**src/rtl/otsu_pkg.sv**
```systemverilog
// ---------------------------------------------------------------------------
// otsu_pkg
// Shared definitions for the Otsu threshold sweep controller:
//   - default parameter widths
//   - sweep state enumeration
//   - num_bins(): histogram depth derived from the bin address width
// No ports (package).
// ---------------------------------------------------------------------------
package otsu_pkg;

   localparam int unsigned DEF_BIN_WIDTH       = 32'd8;
   localparam int unsigned DEF_COUNT_WIDTH     = 32'd32;
   localparam int unsigned DEF_INTENSITY_WIDTH = 32'd32;

   typedef enum logic [2:0] {
      IDLE     = 3'd0,
      TOTAL    = 3'd1,
      ARM      = 3'd2,
      STREAM   = 3'd3,
      WAIT_ACC = 3'd4,
      DONE     = 3'd5
   } otsu_state_e;

   // Number of histogram bins addressed by a bin_width-bit address.
   function automatic int unsigned num_bins(input int unsigned bin_width);
      return 32'd1 << bin_width;
   endfunction

endpackage

```
**src/rtl/otsu_sweep_controller_if.sv**
```systemverilog
// ---------------------------------------------------------------------------
// otsu_sweep_controller_if
// Bundles the control handshake, histogram read port and accumulator
// stream of the Otsu sweep controller.
//   master : controller side (drives busy/done, hist reads, acc stream)
//   slave  : environment side (drives start, hist_data, acc_done)
// Optional: OTSU_SWEEP_HIST_CLEAR_EN adds the histogram write-back port
// (hist_wr_en, hist_wr_addr, hist_wr_data) used to zero bins on the fly.
// ---------------------------------------------------------------------------
interface otsu_sweep_controller_if #(
   parameter int unsigned BIN_WIDTH       = otsu_pkg::DEF_BIN_WIDTH,
   parameter int unsigned COUNT_WIDTH     = otsu_pkg::DEF_COUNT_WIDTH,
   parameter int unsigned INTENSITY_WIDTH = otsu_pkg::DEF_INTENSITY_WIDTH
);
   logic                       start;
   logic                       busy;
   logic                       done;
   logic                       hist_rd_en;
   logic [BIN_WIDTH-1:0]       hist_addr;
   logic [COUNT_WIDTH-1:0]     hist_data;
   logic                       acc_start;
   logic [COUNT_WIDTH-1:0]     acc_total_pixels;
   logic [INTENSITY_WIDTH-1:0] acc_total_sum;
   logic [COUNT_WIDTH-1:0]     acc_cum_count;
   logic [INTENSITY_WIDTH-1:0] acc_cum_sum;
   logic                       acc_valid;
   logic                       acc_last;
   logic                       acc_done;
`ifdef OTSU_SWEEP_HIST_CLEAR_EN
   logic                       hist_wr_en;
   logic [BIN_WIDTH-1:0]       hist_wr_addr;
   logic [COUNT_WIDTH-1:0]     hist_wr_data;

   modport master (
      input  start, hist_data, acc_done,
      output busy, done, hist_rd_en, hist_addr,
      output acc_start, acc_total_pixels, acc_total_sum,
      output acc_cum_count, acc_cum_sum, acc_valid, acc_last,
      output hist_wr_en, hist_wr_addr, hist_wr_data
   );
   modport slave (
      output start, hist_data, acc_done,
      input  busy, done, hist_rd_en, hist_addr,
      input  acc_start, acc_total_pixels, acc_total_sum,
      input  acc_cum_count, acc_cum_sum, acc_valid, acc_last,
      input  hist_wr_en, hist_wr_addr, hist_wr_data
   );
`else
   modport master (
      input  start, hist_data, acc_done,
      output busy, done, hist_rd_en, hist_addr,
      output acc_start, acc_total_pixels, acc_total_sum,
      output acc_cum_count, acc_cum_sum, acc_valid, acc_last
   );
   modport slave (
      output start, hist_data, acc_done,
      input  busy, done, hist_rd_en, hist_addr,
      input  acc_start, acc_total_pixels, acc_total_sum,
      input  acc_cum_count, acc_cum_sum, acc_valid, acc_last
   );
`endif
endinterface

```
**src/rtl/otsu_sweep_controller_bin_scan_sequencer.sv**
```systemverilog
// ---------------------------------------------------------------------------
// bin_scan_sequencer
// Issues one read per cycle for bins 0..NUM_BINS-1 after a scan_go pulse and
// tracks the 1-cycle read latency with a registered valid/last/index triple.
// Ports:
//   clk, rst_n : clock, asynchronous active-low reset
//   scan_go    : pulse that starts a scan (first read issued next cycle)
//   rd_en      : histogram read strobe
//   rd_addr    : histogram read address
//   rd_valid   : hist_data carries a returned bin this cycle
//   rd_last    : the returned bin is NUM_BINS-1
//   ret_addr   : index of the returned bin
// ---------------------------------------------------------------------------
module bin_scan_sequencer
   import otsu_pkg::*;
#(
   parameter int unsigned BIN_WIDTH = DEF_BIN_WIDTH
) (
   input  logic                 clk,
   input  logic                 rst_n,
   input  logic                 scan_go,
   output logic                 rd_en,
   output logic [BIN_WIDTH-1:0] rd_addr,
   output logic                 rd_valid,
   output logic                 rd_last,
   output logic [BIN_WIDTH-1:0] ret_addr
);
   localparam logic [BIN_WIDTH-1:0] LAST_ADDR = BIN_WIDTH'(num_bins(BIN_WIDTH) - 32'd1);

   logic                 rd_en_r;
   logic [BIN_WIDTH-1:0] addr_r;
   logic                 rd_valid_r;
   logic                 rd_last_r;
   logic [BIN_WIDTH-1:0] ret_addr_r;

   // Address counter and read-in-flight pipeline.
   always_ff @(posedge clk or negedge rst_n) begin
      if (!rst_n) begin
         rd_en_r    <= 1'b0;
         addr_r     <= {BIN_WIDTH{1'b0}};
         rd_valid_r <= 1'b0;
         rd_last_r  <= 1'b0;
         ret_addr_r <= {BIN_WIDTH{1'b0}};
      end else begin
         if (scan_go) begin
            rd_en_r <= 1'b1;
            addr_r  <= {BIN_WIDTH{1'b0}};
         end else if (rd_en_r) begin
            // Park the counter at 0 once the last read has been issued.
            if (addr_r == LAST_ADDR) begin
               rd_en_r <= 1'b0;
               addr_r  <= {BIN_WIDTH{1'b0}};
            end else begin
               addr_r  <= addr_r + {{(BIN_WIDTH-1){1'b0}}, 1'b1};
            end
         end else begin
            rd_en_r <= 1'b0;
            addr_r  <= addr_r;
         end
         rd_valid_r <= rd_en_r;
         rd_last_r  <= rd_en_r && (addr_r == LAST_ADDR);
         ret_addr_r <= addr_r;
      end
   end

   assign rd_en    = rd_en_r;
   assign rd_addr  = addr_r;
   assign rd_valid = rd_valid_r;
   assign rd_last  = rd_last_r;
   assign ret_addr = ret_addr_r;

endmodule

```
**src/rtl/otsu_sweep_controller.sv**
```systemverilog
// ---------------------------------------------------------------------------
// otsu_sweep_controller
// Runs one Otsu sweep over a histogram RAM: pass 1 totals the pixel count
// and intensity sum, pass 2 streams inclusive cumulative count/sum beats to
// the prefix-accumulator stage, then waits for acc_done and pulses done.
// Ports:
//   clk, rst_n : clock, asynchronous active-low reset
//   bus        : otsu_sweep_controller_if.master (start/busy/done, histogram
//                read port, accumulator stream and acc_done)
// Optional: OTSU_SWEEP_HIST_CLEAR_EN writes 0 to every bin as it is read in
// the streaming pass, leaving the histogram cleared for the next frame.
// ---------------------------------------------------------------------------
module otsu_sweep_controller
   import otsu_pkg::*;
#(
   parameter int unsigned BIN_WIDTH       = DEF_BIN_WIDTH,
   parameter int unsigned COUNT_WIDTH     = DEF_COUNT_WIDTH,
   parameter int unsigned INTENSITY_WIDTH = DEF_INTENSITY_WIDTH
) (
   input  logic                    clk,
   input  logic                    rst_n,
   otsu_sweep_controller_if.master bus
);
   localparam int unsigned PROD_WIDTH = BIN_WIDTH + COUNT_WIDTH;

   otsu_state_e                state_r, state_s;
   logic                       scan_go_s;
   logic                       rd_valid_s, rd_last_s;
   logic [BIN_WIDTH-1:0]       ret_addr_s;
   logic                       total_beat_s, stream_beat_s;
   logic [PROD_WIDTH-1:0]      prod_s;
   logic [COUNT_WIDTH-1:0]     total_pixels_r, total_pixels_s;
   logic [INTENSITY_WIDTH-1:0] total_sum_r, total_sum_s;
   logic [COUNT_WIDTH-1:0]     cum_count_r;
   logic [INTENSITY_WIDTH-1:0] cum_sum_r;
   logic [COUNT_WIDTH-1:0]     acc_total_pixels_r;
   logic [INTENSITY_WIDTH-1:0] acc_total_sum_r;
   logic                       busy_r, done_r, acc_start_r, acc_valid_r, acc_last_r;

   bin_scan_sequencer #(.BIN_WIDTH(BIN_WIDTH)) u_scan (
      .clk      (clk),
      .rst_n    (rst_n),
      .scan_go  (scan_go_s),
      .rd_en    (bus.hist_rd_en),
      .rd_addr  (bus.hist_addr),
      .rd_valid (rd_valid_s),
      .rd_last  (rd_last_s),
      .ret_addr (ret_addr_s)
   );

   assign total_beat_s  = (state_r == TOTAL)  && rd_valid_s;
   assign stream_beat_s = (state_r == STREAM) && rd_valid_s;
   assign prod_s        = PROD_WIDTH'(ret_addr_s) * PROD_WIDTH'(bus.hist_data);

   // Next-state decode; the sequencer is kicked from IDLE and from ARM.
   always_comb begin
      state_s   = state_r;
      scan_go_s = 1'b0;
      case (state_r)
         IDLE: begin
            if (bus.start) begin
               state_s   = TOTAL;
               scan_go_s = 1'b1;
            end else begin
               state_s   = IDLE;
            end
         end
         TOTAL: begin
            if (rd_valid_s && rd_last_s) begin
               state_s = ARM;
            end else begin
               state_s = TOTAL;
            end
         end
         ARM: begin
            state_s   = STREAM;
            scan_go_s = 1'b1;
         end
         STREAM: begin
            if (rd_valid_s && rd_last_s) begin
               state_s = WAIT_ACC;
            end else begin
               state_s = STREAM;
            end
         end
         WAIT_ACC: begin
            if (bus.acc_done) begin
               state_s = DONE;
            end else begin
               state_s = WAIT_ACC;
            end
         end
         DONE:    state_s = IDLE;
         default: state_s = IDLE;
      endcase
   end

   // Totals including the bin returning this cycle (sums wrap modulo width).
   always_comb begin
      total_pixels_s = total_pixels_r;
      total_sum_s    = total_sum_r;
      if (total_beat_s) begin
         total_pixels_s = total_pixels_r + bus.hist_data;
         total_sum_s    = total_sum_r + INTENSITY_WIDTH'(prod_s);
      end else begin
         total_pixels_s = total_pixels_r;
         total_sum_s    = total_sum_r;
      end
   end

   // State, registered control outputs and the accumulation registers.
   always_ff @(posedge clk or negedge rst_n) begin
      if (!rst_n) begin
         state_r            <= IDLE;
         busy_r             <= 1'b0;
         done_r             <= 1'b0;
         acc_start_r        <= 1'b0;
         acc_valid_r        <= 1'b0;
         acc_last_r         <= 1'b0;
         total_pixels_r     <= {COUNT_WIDTH{1'b0}};
         total_sum_r        <= {INTENSITY_WIDTH{1'b0}};
         cum_count_r        <= {COUNT_WIDTH{1'b0}};
         cum_sum_r          <= {INTENSITY_WIDTH{1'b0}};
         acc_total_pixels_r <= {COUNT_WIDTH{1'b0}};
         acc_total_sum_r    <= {INTENSITY_WIDTH{1'b0}};
      end else begin
         state_r     <= state_s;
         busy_r      <= (state_s == TOTAL) || (state_s == ARM) ||
                        (state_s == STREAM) || (state_s == WAIT_ACC);
         done_r      <= (state_s == DONE);
         acc_start_r <= (state_s == ARM);
         acc_valid_r <= stream_beat_s;
         acc_last_r  <= stream_beat_s && rd_last_s;

         if ((state_r == IDLE) && scan_go_s) begin
            total_pixels_r <= {COUNT_WIDTH{1'b0}};
            total_sum_r    <= {INTENSITY_WIDTH{1'b0}};
         end else begin
            total_pixels_r <= total_pixels_s;
            total_sum_r    <= total_sum_s;
         end

         // Totals are published together with acc_start and then held.
         if ((state_r == TOTAL) && (state_s == ARM)) begin
            acc_total_pixels_r <= total_pixels_s;
            acc_total_sum_r    <= total_sum_s;
            cum_count_r        <= {COUNT_WIDTH{1'b0}};
            cum_sum_r          <= {INTENSITY_WIDTH{1'b0}};
         end else if (stream_beat_s) begin
            cum_count_r        <= cum_count_r + bus.hist_data;
            cum_sum_r          <= cum_sum_r + INTENSITY_WIDTH'(prod_s);
         end else begin
            cum_count_r        <= cum_count_r;
            cum_sum_r          <= cum_sum_r;
         end
      end
   end

   assign bus.busy             = busy_r;
   assign bus.done             = done_r;
   assign bus.acc_start        = acc_start_r;
   assign bus.acc_total_pixels = acc_total_pixels_r;
   assign bus.acc_total_sum    = acc_total_sum_r;
   assign bus.acc_cum_count    = cum_count_r;
   assign bus.acc_cum_sum      = cum_sum_r;
   assign bus.acc_valid        = acc_valid_r;
   assign bus.acc_last         = acc_last_r;

`ifdef OTSU_SWEEP_HIST_CLEAR_EN
   // Zero each bin in the same cycle its streaming-pass data returns.
   assign bus.hist_wr_en   = stream_beat_s;
   assign bus.hist_wr_addr = stream_beat_s ? ret_addr_s : {BIN_WIDTH{1'b0}};
   assign bus.hist_wr_data = {COUNT_WIDTH{1'b0}};
`endif

endmodule

```
**src/flat_wrapper.sv**
```systemverilog
// flat-port wrapper written by rule: the top's interface ports become plain ports
module otsu_sweep_controller_flat import otsu_pkg::*;
#(
   parameter int unsigned BIN_WIDTH       = DEF_BIN_WIDTH,
   parameter int unsigned COUNT_WIDTH     = DEF_COUNT_WIDTH,
   parameter int unsigned INTENSITY_WIDTH = DEF_INTENSITY_WIDTH
)
  (clk, rst_n, bus_start, bus_hist_data, bus_acc_done, bus_busy, bus_done, bus_hist_rd_en, bus_hist_addr, bus_acc_start, bus_acc_total_pixels, bus_acc_total_sum, bus_acc_cum_count, bus_acc_cum_sum, bus_acc_valid, bus_acc_last);
  otsu_sweep_controller_if #(.BIN_WIDTH(BIN_WIDTH), .COUNT_WIDTH(COUNT_WIDTH), .INTENSITY_WIDTH(INTENSITY_WIDTH)) bus_i ();
  input  logic clk;
  input  logic rst_n;
  input wire logic [$bits(bus_i.start)-1:0] bus_start;
  input wire logic [$bits(bus_i.hist_data)-1:0] bus_hist_data;
  input wire logic [$bits(bus_i.acc_done)-1:0] bus_acc_done;
  output wire logic [$bits(bus_i.busy)-1:0] bus_busy;
  output wire logic [$bits(bus_i.done)-1:0] bus_done;
  output wire logic [$bits(bus_i.hist_rd_en)-1:0] bus_hist_rd_en;
  output wire logic [$bits(bus_i.hist_addr)-1:0] bus_hist_addr;
  output wire logic [$bits(bus_i.acc_start)-1:0] bus_acc_start;
  output wire logic [$bits(bus_i.acc_total_pixels)-1:0] bus_acc_total_pixels;
  output wire logic [$bits(bus_i.acc_total_sum)-1:0] bus_acc_total_sum;
  output wire logic [$bits(bus_i.acc_cum_count)-1:0] bus_acc_cum_count;
  output wire logic [$bits(bus_i.acc_cum_sum)-1:0] bus_acc_cum_sum;
  output wire logic [$bits(bus_i.acc_valid)-1:0] bus_acc_valid;
  output wire logic [$bits(bus_i.acc_last)-1:0] bus_acc_last;
  assign bus_i.start = bus_start;
  assign bus_i.hist_data = bus_hist_data;
  assign bus_i.acc_done = bus_acc_done;
  assign bus_busy = bus_i.busy;
  assign bus_done = bus_i.done;
  assign bus_hist_rd_en = bus_i.hist_rd_en;
  assign bus_hist_addr = bus_i.hist_addr;
  assign bus_acc_start = bus_i.acc_start;
  assign bus_acc_total_pixels = bus_i.acc_total_pixels;
  assign bus_acc_total_sum = bus_i.acc_total_sum;
  assign bus_acc_cum_count = bus_i.acc_cum_count;
  assign bus_acc_cum_sum = bus_i.acc_cum_sum;
  assign bus_acc_valid = bus_i.acc_valid;
  assign bus_acc_last = bus_i.acc_last;
  otsu_sweep_controller #(.BIN_WIDTH(BIN_WIDTH), .COUNT_WIDTH(COUNT_WIDTH), .INTENSITY_WIDTH(INTENSITY_WIDTH)) u_core (.clk(clk), .rst_n(rst_n), .bus(bus_i));
endmodule
```
**config.mk**
```make
export PLATFORM = sky130hd
export DESIGN_NAME = otsu_sweep_controller_flat
export DESIGN_NICKNAME = d
export VERILOG_FILES = /design/src/rtl/otsu_pkg.sv /design/src/rtl/otsu_sweep_controller_if.sv /design/src/rtl/otsu_sweep_controller_bin_scan_sequencer.sv /design/src/rtl/otsu_sweep_controller.sv /design/src/flat_wrapper.sv
export SDC_FILE = /design/constraint.sdc
export NUM_CORES = 1
export LEC_CHECK = 0
export ABC_AREA = 1
export BUFFER_PORTS_ARGS = -buffer_cell sky130_fd_sc_hd__buf_2
export CORE_ASPECT_RATIO = 1.2
export CORE_MARGIN = 2
export CORE_UTILIZATION = 68
export DETAILED_ROUTE_END_ITERATION = 8
export PLACE_DENSITY = 0.89
export SYNTH_ARGS = -nofsm -noshare
export SYNTH_HDL_FRONTEND = slang
export SYNTH_SLANG_ARGS = --single-unit
export TNS_END_PERCENT = 50
```
**constraint.sdc**
```tcl
create_clock -name clk -period 9.8 [get_ports clk]
set_input_delay 1.47 -clock clk [delete_from_list [all_inputs] [get_ports clk]]
set_output_delay 1.47 -clock clk [all_outputs]
set_load 0.05 [all_outputs]
```
# Word level (Yosys, flattened, before mapping)
# Cells that the tools add are included.
# totals
reg_bits,219
romBits,0
ramBits,0
output_inout_bits,142
latchBits,0
n_memories,0
# classes
div,0
add_sub_neg,5
n_lt_le_gt_ge,0
reduce_logical,13
shifts,0
n_bitwise,0
mul,1
eq_ne,10
n_mux,21
# op_table
operator,n
2-to-1 mux 32 bit,8
adder 32 bit,4
multiplier 8 x 32 -> 32 bit,1
2-to-1 mux 8 bit,3
case mux 3 bit (5 select lines),1
"equality test 3 x 2 -> 1 bit, second input constant",4
"equality test 3 bit, second input constant",3
"adder 8 x 1 -> 8 bit, second input constant",1
"equality test 8 bit, second input constant",1
logical AND 1 bit,7
"equality test 3 x 1 -> 1 bit, second input constant",2
2-to-1 mux 1 bit,6
nonzero test 2 bit,2
logical NOT 3 bit,1
logical OR 1 bit,3
2-to-1 mux 3 bit,1
2-to-1 mux 2 bit,1
case mux 1 bit (2 select lines),1

# Logic depth before layout (Yosys ltp)
# logic_depth
depth_word,7
mapped_depth,38
ltp_nobuf,36

# Cells and area by module
# Synthesis repeated with hierarchy kept, for this count alone.
# hier_totals
hier_cells,3225
area_unflattened_um2,22866.9
# modules_own_cells
module,cells_per_inst,area_per_inst_um2,seq_area_each_um2,instances
otsu_sweep_controller,3151,22113.7,5004.8,1
bin_scan_sequencer,74,753.2,475.5,1

# Least setup slack after synthesis
# No wires, ideal clock.
# synth_timing
path_kind,input to register
start,in bus_hist_data[5]
end,reg u_core.acc_total_sum_r[31] (netlist: u_core.bus.acc_total_sum[31])
slack_ps,3097
path_stages,34
arrival_ps,6585
required_time_ps,9682
setup_ps,118
cell_sequence,clkbuf_1 > nand2_1 > fa_1 > fa_1 > inv_1 > fa_1 > inv_1 > fa_1 > inv_1 > ha_1 > a21oi_1 > o21ai_0 > a21oi_1 > inv_1 > nand2_1 > nand2_1 > nand2_1 > nand2_1 > a21oi_1 > xnor2_1 > ha_1 > a21o_1 > a21oi_1 > nand2_1 > nand2_1 > nand2_1 > a21oi_2 > inv_1 > nand2_2 > nand3_2 > nand2_2 > nand2_1 > nand2_1 > nand2_1
# synth_between
elab_chain_cells,3
# synth_rtl
element,line_no,source
start: declaration,flat_wrapper.sv:13,input wire logic [$bits(bus_i.hist_data)-1:0] bus_hist_data;
multiplier 8 x 32 -> 32 bit,otsu_sweep_controller.sv:53,assign prod_s = PROD_WIDTH'(ret_addr_s) * PROD_WIDTH'(bus.hist_data);
adder 32 bit,otsu_sweep_controller.sv:104,total_sum_s = total_sum_r + INTENSITY_WIDTH'(prod_s);
2-to-1 mux 32 bit,otsu_sweep_controller.sv:102,if (total_beat_s) begin
end signal: assignment,otsu_sweep_controller.sv:125,acc_total_sum_r <= {INTENSITY_WIDTH{1'b0}};
end signal: assignment,otsu_sweep_controller.sv:146,acc_total_sum_r <= total_sum_s;
end: declaration,otsu_sweep_controller.sv:37,logic [INTENSITY_WIDTH-1:0] acc_total_sum_r;
# Every way passes these cells.
# A chain may end at the register's enable or synchronous reset.

# Worst setup path in the final report
# layout_timing
start,reg u_core.u_scan.ret_addr_r[5] (netlist: u_core.u_scan.ret_addr[5])
end,reg u_core.cum_sum_r[25] (netlist: u_core.bus.acc_cum_sum[25])
# layout_between
elab_chain_cells,4
# layout_rtl
element,line_no,source
start: declaration,otsu_sweep_controller_bin_scan_sequencer.sv:34,logic [BIN_WIDTH-1:0] ret_addr_r;
start signal: assignment,otsu_sweep_controller_bin_scan_sequencer.sv:43,ret_addr_r <= {BIN_WIDTH{1'b0}};
start signal: assignment,otsu_sweep_controller_bin_scan_sequencer.sv:62,ret_addr_r <= addr_r;
multiplier 8 x 32 -> 32 bit,otsu_sweep_controller.sv:53,
adder 32 bit,otsu_sweep_controller.sv:151,cum_sum_r <= cum_sum_r + INTENSITY_WIDTH'(prod_s);
2-to-1 mux 32 bit,otsu_sweep_controller.sv:149,end else if (stream_beat_s) begin
2-to-1 mux 32 bit,otsu_sweep_controller.sv:144,if ((state_r == TOTAL) && (state_s == ARM)) begin
end signal: assignment,otsu_sweep_controller.sv:148,cum_sum_r <= {INTENSITY_WIDTH{1'b0}};
end signal: assignment,otsu_sweep_controller.sv:151,
end signal: assignment,otsu_sweep_controller.sv:154,cum_sum_r <= cum_sum_r;
end: declaration,otsu_sweep_controller.sv:35,logic [INTENSITY_WIDTH-1:0] cum_sum_r;
# Every way passes these cells. The select of a mux whose other input is x is not followed.

==> metrics.md <==
| Metric | Value |
|---|---|
| Row Count | `73` |
| Antenna violations before repair | `1` |
| WL/cell | `19.6 µm` |
| Final Slew Violations | `0` |
| Top-count cell post-synth | `nand2_1` |
| Synth area leader | `dfrtp_1` |
| Yosys warning total | `0` |
| WL final | `74.7 mm` |
| Worst Tran Pin Value | `1.31 ns` |
| Setup Total Neg Slack | `0 ns` |
| Syn avg cell area | `7.10 µm²` |
| Filler instances | `2609` |
| Worst-path clk slew | `0.07 ns` |
| Cells after synthesis | `3224` |
| Post-synth ARST share | `100%` |
| GRT overflow | `0` |
| P&R area growth vs syn | `8.53%` |
| CTS Root Cell | `clkbuf_16` |
| IO buf count | `177` |
| Number of global-route vias before repair | `22900` |
| Horiz. Die Dim | `171 µm` |
| Final period util | `75.8%` |
| Register area share after synthesis | `24.0%` |
| Post-synth cell types | `58` |
| Area share of the largest cell type after synthesis | `24.0%` |
| Worst Setup End Kind | `flip-flop` |
| DRT antenna net count | `0` |
| HPWL Detailed | `56.9 mm` |
| Routability cong. | `1.02` |
| Largest net degree at the start of global routing | `96` |
| Sink Count | `219` |
| Register bit total from synthesis | `219` |
| CP Class | `reg -> reg` |
| Detailed Route Iter0 Violations | `2573` |
| Bufs on Longest Clock Path | `3` |
| Final hold violations | `0` |
| List of most frequent post-synthesis cells | `889 x nand2_1, 560 x inv_1, 242 x nor2_1` |
| Share of layout cells above drive strength 1 | `9.55%` |
| Post-cts resize count | `0` |
| H-tree depth | `1` |
| Crit start category | `flip-flop` |
| Pre-CTS setup slack | `2.09 ns` |
| CP Data Arrival Time | `7.88 ns` |
| FF+latch area | `0.00548 mm²` |
| HP Class | `reg -> reg` |
| Worst path most repeated cell | `nand2_1` |
| Inserted Clock Buffers | `23` |
| IO Count | `178` |
| Hold buffer count at cts | `0` |
| CTS tree | `yes` |
| RSZ-0062 raised after global routing | `false` |
| Critical Path Fanout Max | `27` |
| Die height | `205 µm` |
| Final nets | `3709` |
| Clk_skew | `0.0252 ns` |
| Total track usage | `43.6%` |
| Post-CTS Setup Bufs | `0` |
| Vias per inst | `5.98` |
| Setup-failing EPs final | `0` |
| Max stage delay cell, worst path | `dfrtp_1` |
| Mapped Area | `0.0229 mm²` |
| CP peak stage delay | `1.21 ns` |
| Synth top area cells | `dfrtp_1 24%, nand2_1 15%, fa_1 14%` |
| Initial DRT Pass Iterations | `8` |
| Initial Util | `69.0%` |
| Final worst slack | `2.37 ns` |
| Max-cap viol count | `0` |
| Max Fclk | `0.135 GHz` |
| Relative slew margins | `12.7%` |
| Worst skew pair latency | `0.57 ns` |
| Prevailing post-synth register cell | `dfrtp_1` |
| DRC errors left | `0` |
| Die ar. | `0.0351 mm²` |
| CP required | `10.25 ns` |
| Multi-input gate area | `0.0149 mm²` |
| CORE AREA | `0.0332 mm²` |
| Post-synth EDFFs | `0` |
| Syn Nets | `3589` |
| Via count | `22800` |
| Tmin final | `7.43 ns` |
| Hold Slack | `0.450 ns` |
| Status | `completed` |
| First-pass GRT wire length | `118 mm` |
## worst max-delay path, delay by kind of cell, from the launching register on
| family | cells | cell delay (ns) |
|---|---|---|
| AND/OR/NAND/NOR | 12 | 1.88 |
| AO/OA/AOI/OAI | 6 | 0.74 |
| flip-flops | 1 | 1.21 |
| buffers and inverters | 4 | 0.24 |
| XOR/XNOR | 1 | 0.53 |
| adder cells (fa/ha/maj) | 6 | 2.74 |
## final timing paths
check	from	to	slack, ns	cells past startpoint
max	u_core.u_scan.ret_addr[5]	u_core.bus.acc_cum_sum[25]	2.37	29
min	u_core.u_scan.rd_addr[3]	u_core.u_scan.ret_addr[3]	0.45	0
max reg2reg	u_core.u_scan.ret_addr[5]	u_core.bus.acc_cum_sum[25]	2.37	29
min reg2reg	u_core.u_scan.rd_addr[3]	u_core.u_scan.ret_addr[3]	0.45	0
max in group asynchronous	rst_n	u_core.bus.acc_cum_count[22]	7.41	2
min in group asynchronous	rst_n	u_core.bus.acc_total_pixels[4]	0.89	1
## flip-flops by register name (all words and copies together), names as in the netlist, 3 cells and up
name and count:
u_core.bus.acc_cum_sum 32, u_core.total_sum_r 32, u_core.u_scan.rd_addr 8, u_core.bus.acc_cum_count 32, u_core.bus.acc_total_sum 32, u_core.state_r 3, u_core.u_scan.ret_addr 8, u_core.bus.acc_total_pixels 32
u_core.total_pixels_r 32
## layer usage
| metal | track usage (%) | routed length (µm) | up-vias |
|---|---|---|---|
| met5 | 0 | 13 | - |
| met1 | 55.8 | 28200 | 10700 |
| met3 | 11.5 | 8770 | 357 |
| li1 | - | - | 10400 |
| met4 | 23.7 | 4540 | 2 |
| met2 | 67.5 | 33100 | 1336 |
## area by class of cell
cell class              count  area share (%)
clock inverters            13           0.751
multi-input cells        2342            59.8
inverters                 567            8.57
repair buffers            191            4.03
diodes                      1          0.0101
well taps                 450            2.27
flip-flops and latches    219            22.1
clock buffers              28            2.47
## metrics by stage
step                      util [%]  area (µm²)  instances
final                         74.9       24800       3811
after global routing          74.9       24800       3810
after CTS                     74.9       24800       3810
after detailed placement      72.5       24000       3769
after global placement        72.5       24000       3769
after floorplan                  -       22900       3224
## cell families after synthesis
kind of cell	share of synthesized area (%)
AO/OA/AOI/OAI	13.2
XOR/XNOR	2.79
flip-flops	24.0
AND/OR/NAND/NOR	25.5
multiplexers	0.131
adder cells (fa/ha/maj)	23.2
buffers and inverters	11.1
## placed cells by master, fill, tap and decap left out, types with 6 or more instances in the layout
| cell | n |
|---|---|
| nand3_1 | 140 |
| a21oi_1 | 178 |
| o211ai_1 | 7 |
| a21o_1 | 19 |
| nand3b_1 | 7 |
| o21ai_0 | 175 |
| xor2_1 | 37 |
| clkbuf_16 | 23 |
| buf_2 | 176 |
| nand3_2 | 11 |
| xnor2_1 | 36 |
| or2_2 | 17 |
| dfrtp_1 | 219 |
| fa_1 | 160 |
| nand4_1 | 29 |
| a31oi_1 | 19 |
| nor3_1 | 25 |
| o21a_1 | 7 |
| ha_1 | 169 |
| inv_1 | 559 |
| inv_2 | 8 |
| o21ai_2 | 10 |
| buf_4 | 14 |
| nand2_1 | 889 |
| a22o_1 | 6 |
| nor4_1 | 7 |
| a21oi_2 | 9 |
| o21bai_1 | 18 |
| nor2_1 | 242 |
| nand2_2 | 15 |
| o21ai_1 | 52 |
Power is not shown: default switching activity piles up to over one toggle a cycle in this logic, so the estimate is an artifact.
